File: config.mk
export PLATFORM = sky130hd
export DESIGN_NAME = multi_button_debouncer
export DESIGN_NICKNAME = d
export VERILOG_FILES = /design/src/rtl/multi_button_debouncer.sv
export SDC_FILE = /design/constraint.sdc
export NUM_CORES = 1
export LEC_CHECK = 0
export CORE_MARGIN = 2
export CORE_UTILIZATION = 50
export CTS_CLUSTER_DIAMETER = 200
export DETAILED_ROUTE_END_ITERATION = 10
export PLACE_DENSITY = 0.68
export SETUP_SLACK_MARGIN = 0.15
export SLEW_MARGIN = 0
export SYNTH_ARGS = -nofsm -noshare
export SYNTH_HDL_FRONTEND = slang
export SYNTH_SLANG_ARGS = --single-unit
File: constraint.sdc
create_clock -name i_clk -period 20.2 [get_ports i_clk]
set_input_delay 4.04 -clock i_clk [delete_from_list [all_inputs] [get_ports i_clk]]
set_output_delay 4.04 -clock i_clk [all_outputs]
set_load 0.05 [all_outputs]
File: src/rtl/multi_button_debouncer.sv
// N-channel push-button front end: 2-FF synchroniser, polarity normalisation,
// stability-timer debounce, and press/release/long-press/auto-repeat pulses.
module multi_button_debouncer #(
  parameter int NUM_BTNS          = 5,
  parameter int ACTIVE_LOW        = 0,
  parameter int DEBOUNCE_CYCLES   = 1000000,
  parameter int LONG_PRESS_CYCLES = 100000000,
  parameter int REPEAT_CYCLES     = 20000000,
  parameter int REPEAT_EN         = 1
) (
  input  logic                i_clk,
  input  logic                i_rst,
  input  logic [NUM_BTNS-1:0] i_btn,
  output logic [NUM_BTNS-1:0] o_debounced,
  output logic [NUM_BTNS-1:0] o_press,
  output logic [NUM_BTNS-1:0] o_release,
  output logic [NUM_BTNS-1:0] o_long,
  output logic [NUM_BTNS-1:0] o_repeat,
  output logic                o_any_pressed
);

  localparam int DB_W   = $clog2(DEBOUNCE_CYCLES + 1);
  localparam int HOLD_W = $clog2(LONG_PRESS_CYCLES + 1);

  localparam logic [DB_W-1:0]   DB_LAST  = DB_W'(DEBOUNCE_CYCLES - 1);
  localparam logic [HOLD_W-1:0] HOLD_MAX = HOLD_W'(LONG_PRESS_CYCLES);
  localparam logic [HOLD_W-1:0] HOLD_PRE = HOLD_W'(LONG_PRESS_CYCLES - 1);
  localparam logic              IDLE_PIN = (ACTIVE_LOW != 0);

  for (genvar i = 0; i < NUM_BTNS; i++) begin : g_ch
    logic              sync0, sync1, norm, stable, accept;
    logic [DB_W-1:0]   db_cnt;
    logic [HOLD_W-1:0] hold_cnt;
    logic              press_q, release_q, long_q, repeat_q;

    assign norm   = sync1 ^ IDLE_PIN;
    // The mismatch run completes on this edge, so the new level is taken now.
    assign accept = (norm != stable) && (db_cnt == DB_LAST);

    always_ff @(posedge i_clk or posedge i_rst) begin
      if (i_rst) begin
        sync0     <= IDLE_PIN;
        sync1     <= IDLE_PIN;
        stable    <= 1'b0;
        db_cnt    <= '0;
        hold_cnt  <= '0;
        press_q   <= 1'b0;
        release_q <= 1'b0;
        long_q    <= 1'b0;
      end else begin
        // NOTE: non-blocking assignments so every flop samples pre-edge values
        // and the synchroniser really is two stages deep.
        sync0     <= i_btn[i];
        sync1     <= sync0;
        press_q   <= 1'b0;
        release_q <= 1'b0;
        long_q    <= 1'b0;

        if (norm == stable) begin
          db_cnt <= '0;
        end else if (accept) begin
          db_cnt    <= '0;
          stable    <= norm;
          press_q   <= norm;
          release_q <= ~norm;
          hold_cnt  <= '0;
        end else begin
          db_cnt <= db_cnt + 1'b1;
        end

        // Hold timer saturates at the threshold, so o_long fires once per press.
        if (stable && !accept && hold_cnt != HOLD_MAX) begin
          hold_cnt <= hold_cnt + 1'b1;
          long_q   <= (hold_cnt == HOLD_PRE);
        end
      end
    end

    if (REPEAT_EN != 0) begin : g_rep
      localparam int               REP_W    = $clog2(REPEAT_CYCLES + 1);
      localparam logic [REP_W-1:0] REP_LAST = REP_W'(REPEAT_CYCLES - 1);
      logic [REP_W-1:0] rep_cnt;

      always_ff @(posedge i_clk or posedge i_rst) begin
        if (i_rst) begin
          rep_cnt  <= '0;
          repeat_q <= 1'b0;
        end else begin
          repeat_q <= 1'b0;
          if (!stable || accept || hold_cnt != HOLD_MAX) begin
            rep_cnt <= '0;
          end else if (rep_cnt == REP_LAST) begin
            rep_cnt  <= '0;
            repeat_q <= 1'b1;
          end else begin
            rep_cnt <= rep_cnt + 1'b1;
          end
        end
      end
    end else begin : g_no_rep
      assign repeat_q = 1'b0;
    end

    assign o_debounced[i] = stable;
    assign o_press[i]     = press_q;
    assign o_release[i]   = release_q;
    assign o_long[i]      = long_q;
    assign o_repeat[i]    = repeat_q;
  end

  assign o_any_pressed = |o_debounced;

endmodule

After elaboration in Yosys (flattened, before gate mapping)
Index checks and enable logic that the tools add are counted.

Flip-flop bits (word level): 395. Word-level logic and storage cells: 231.

Add/sub/neg operators: 15. Equal/unequal tests: 35. Mux-type cells: 70. Bitwise operators: 10. Reduce and logical (&&, ||, !) cells: 51.

Operator list (count): $mux W27 (15); $mux W25 (10); $mux W20 (10); $add A27 B1 Y27 const B (5); $eq A27 B27 Y1 const B (5); $ne A27 B27 Y1 const B (5); $add A25 B1 Y25 const B (5); $eq A25 B25 Y1 const B (5); $add A20 B1 Y20 const B (5); $eq A20 B20 Y1 const B (5); $mux W1 (35); $reduce_and A2 Y1 (10); $logic_and A1 B1 Y1 (15); $logic_not A1 Y1 (10); $logic_or A1 B1 Y1 (10); $ne A2 B1 Y1 const B (5); $not A1 Y1 (10); $reduce_bool A2 Y1 (5); $eq A1 B1 Y1 (5); $ne A1 B1 Y1 (5); $reduce_or A5 Y1 (1).

Longest topological paths before layout
Word-level depth: 7. Depth in mapped cells: 9.

Worst setup path before layout
No wires, ideal clock.

Kind: reg-to-output. Start point: reg g_ch[4].stable. End point: out o_any_pressed. Arrival time: 1.098 ns. Slack: 15.062 ns. Cell stages (with the launch flop): 4. Buffers on the path: 1. Path through: dfrtp_1 > clkbuf_1 > nor4_1 > nand2_1.

Word-level cells in the longest chain between the ends: 1.

Ends and longest elaborated chain: start, declared (line 31) `logic sync0, sync1, norm, stable, accept;`; start signal, assigned (line 63) `stable <= norm;`; $reduce_or A5 Y1 (line 111) `assign o_any_pressed = |o_debounced;`; end, declared (line 19) `output logic o_any_pressed`.

No other way between the ends.

Worst setup path after layout
Same ends and word-level chain as after synthesis.

==> flow_summary_export.csv <==
group,metric,value,unit
run_status,status,"finished clean",
cts,postCtsSetupBuffers,0,
layout,nets,2187,
cts,cts.repair.resized,0,
timing,fin_crit_sh,33.3,%
timing,hold_viol,0,
synthesis,synth_top_area_share,48.0,%
synthesis,synth.mux.area_fraction,0.413,%
placement,portBuffers,32,
synthesis,yosysWarnings,0,
cts,cts_tree,"done",
timing,finalSetupViolations,0,
routing,drt_iter0_drc,1413,
routing,drt-total-wl,42600,microns
flow_run,maxCapViolCount,0,
global_routing,grt_overflow_total,0,
synthesis,synthTopCellsByArea,"dfrtp_1 48%, nor2_1 5.7%, xor2_1 5.5%",
pwr,power_density,74.0,nW/um^2
floorplan,die_y,207,microns
timing,worst_slack,13.47,ns
critical_path,cp_num_buf_inv,1,
floorplan,io_pins,33,
routing,antenna_left,0,
floorplan,die_w,207,microns
placement,place_congestion,0.825,
floorplan,initial_core_util,50.6,%
synthesis,syn_area_per_cell,9.43,sq um
critical_path,cpMaxStageDelayCell,"clkdlybuf4s50_1",
synthesis,yosys.area.top_type,"dfrtp_1",
critical_path,crit_cells,3,
timing,fin_skew,0.0150,ns
critical_path,critPathKind,"reg -> out",
layout,num_antenna_cells,0,
synthesis,netlist_area,20600,sq um
cts,ctsHtreeMaxLevel,2,
cts,clock-sinks,395,
global_routing,grt_max_degree,132,
timing,slew_violations,0,
min_path,whs_path_depth,0,
synthesis,yosysUniqueCellTypes,66,
timing,max_freq,149,MHz
synthesis,synth.most_common_cell,"dfrtp_1",
routing,drc,0,
timing,rsz0062_at_grt,"no",
timing,slew_headroom,22.0,%
synthesis,yosysSeqAreaShare,48.0,%
synthesis,synth_edf_count,0,
synthesis,ys_seq_elements,395,
synthesis,synthAdderAreaFrac,1.21,%
routing,wl_per_cell,15.6,microns
cts,cts-root-buf,"clkbuf_16",
critical_path,rrSetupSlack,17.01,ns
layout,layout-drive-gt1-share,5.38,%
synthesis,ys_top_cells_by_count,"395 x dfrtp_1, 311 x nor2_1, 193 x nand3_1",
floorplan,coreArea,40700,sq um
critical_path,critPathTopFamily,"simple AND/OR/NAND/NOR gates",
floorplan,rows,74,
synthesis,synthFlopType,"dfrtp_1",
placement,pre_cts_slack,13.96,ns
critical_path,reg2reg_to,"g_ch[0].g_rep.rep_cnt[0]",
critical_path,critical-path-max-stage-delay,0.72,ns
critical_path,startpoint_type,"flop",
synthesis,synthCells,2186,
critical_path,required,16.16,ns
global_routing,grt_pass1_vias,15600,
synthesis,synth-async-reset-ratio,100,%
synthesis,yosys.area_share.xor_xnor,9.65,%
critical_path,r2r_cells,5,
critical_path,worst-path-max-fanout,15,
min_path,holdCritStartpoint,"g_ch[2].sync0",
synthesis,synth_top_family_by_area,"simple AND/OR/NAND/NOR gates",
critical_path,cp-end-kind,"primary output",
synthesis,syn_nets,2213,
placement,hpwl,27000,microns
cts,clock_latency,0.57,ns
timing,tns,0,ns
cts,holdBufCountCts,0,
layout,fillers,3522,
timing,tightest_slew,1.16,ns
critical_path,critPathLaunch,"g_ch[4].stable",
cts,cts_buffers,45,
synthesis,yosys.area_share.simple,28.7,%
timing,period_needed,6.73,ns
routing,drt_first_pass_iters,5,
pwr,p_leak,8.95,nW
routing,route.vias.total,16100,
pwr,peakVddDrop,0.0546,mV
cts,clk_pin_slew,0.06,ns
routing,via_per_inst,5.90,
layout,area_delta_synth_final,10.3,%
synthesis,synth_compound_area_share,8.19,%
global_routing,grt.total_usage,20.4,%
global_routing,grt_first_pass_wirelength,73900,microns
min_path,holdPathEnd,"g_ch[2].norm",
critical_path,cp.arrival,2.69,ns
global_routing,antenna_found_initial,0,
layout,multi_input_area,9940,sq um
cts,ctsLongestPathBuffers,3,
min_path,hold_class,"reg -> reg",
critical_path,crit_path_cell_trace,"nor4_1, nand2_1, clkdlybuf4s50_1",
critical_path,crit-reg2reg-launch,"g_ch[0].hold_cnt[9]",
floorplan,die_area,42800,sq um
layout,seq_area,9880,sq um
-- placed cells by master (no fill, tap or decap), drive strengths merged, types with 30 or more instances in the layout --
master	n
a31oi	83
and3	60
and4	45
clkbuf	63
clkdlybuf4s50	32
dfrtp	395
inv	57
nand2	145
nand3	193
nand4	113
nor2	311
nor3	51
nor4	42
o21ai	30
or4	30
xnor2	98
xor2	129
-- how the worst max path moves through the flow --
stage / end
after CTS: o_any_pressed
after detailed placement: g_ch[1].hold_cnt[12]
after global routing: o_any_pressed
after floorplan: g_ch[0].db_cnt[0]
final: o_any_pressed
after global placement: g_ch[0].hold_cnt[6]
-- per-layer routing --
metal / global-route usage, % / part of all wire, % / vias up
met5: 0 / 0 / -
met1: 28.7 / 48 / 7863
li1: - / - / 7854
met3: 2.98 / 3.8 / 68
met4: 6.56 / 2.2 / 0
met2: 32.5 / 46 / 303
-- logic make-up after synthesis --
kind of cell | after synthesis
compound gates | 237
fa+ha+maj | 20
mux | 8
flops | 395
simple gates | 1122
buf+inv | 177
xor+xnor | 227
-- per-stage QoR --
stage | cell area (sq um) | std cells | utilization (%) | hold WS [ns] | power, mW
floorplan | 20600 | 2186 | - | 0.331 | 0.830
global placement | 21100 | 2644 | 51.9 | 0.332 | 0.838
detailed placement | 21100 | 2644 | 51.9 | 0.336 | 0.839
CTS | 22700 | 2725 | 55.7 | 0.349 | 1.70
global route | 22700 | 2726 | 55.8 | 0.351 | 1.74
finish | 22700 | 2726 | 55.8 | 0.347 | 1.68
-- report_power, final --
part | switching (mW) | total, mW | internal (mW)
logic | 0.0204 | 0.0248 | 0.00440
registers | 0.00301 | 0.798 | 0.795
clock network | 0.330 | 0.858 | 0.528
total | 0.353 | 1.68 | 1.33
-- area by class of cell --
type	instances	share of cell area, %
repair buffers	49	1.96
clock buffers	62	5.73
well taps	532	2.93
multi-input cells	1614	43.8
flip-flops and latches	395	43.5
inverters	55	0.942
clock inverters	19	1.16
-- flip-flops by register name, summed over array words and instances, names as in the netlist --
register,flops
g_ch.hold_cnt,135
g_ch.g_rep.rep_cnt,125
g_ch.db_cnt,100
g_ch.long_q,5
g_ch.norm,5
g_ch.press_q,5
g_ch.release_q,5
g_ch.repeat_q,5
g_ch.stable,5
g_ch.sync0,5
Note: power is estimated with default switching activity, not from simulation.
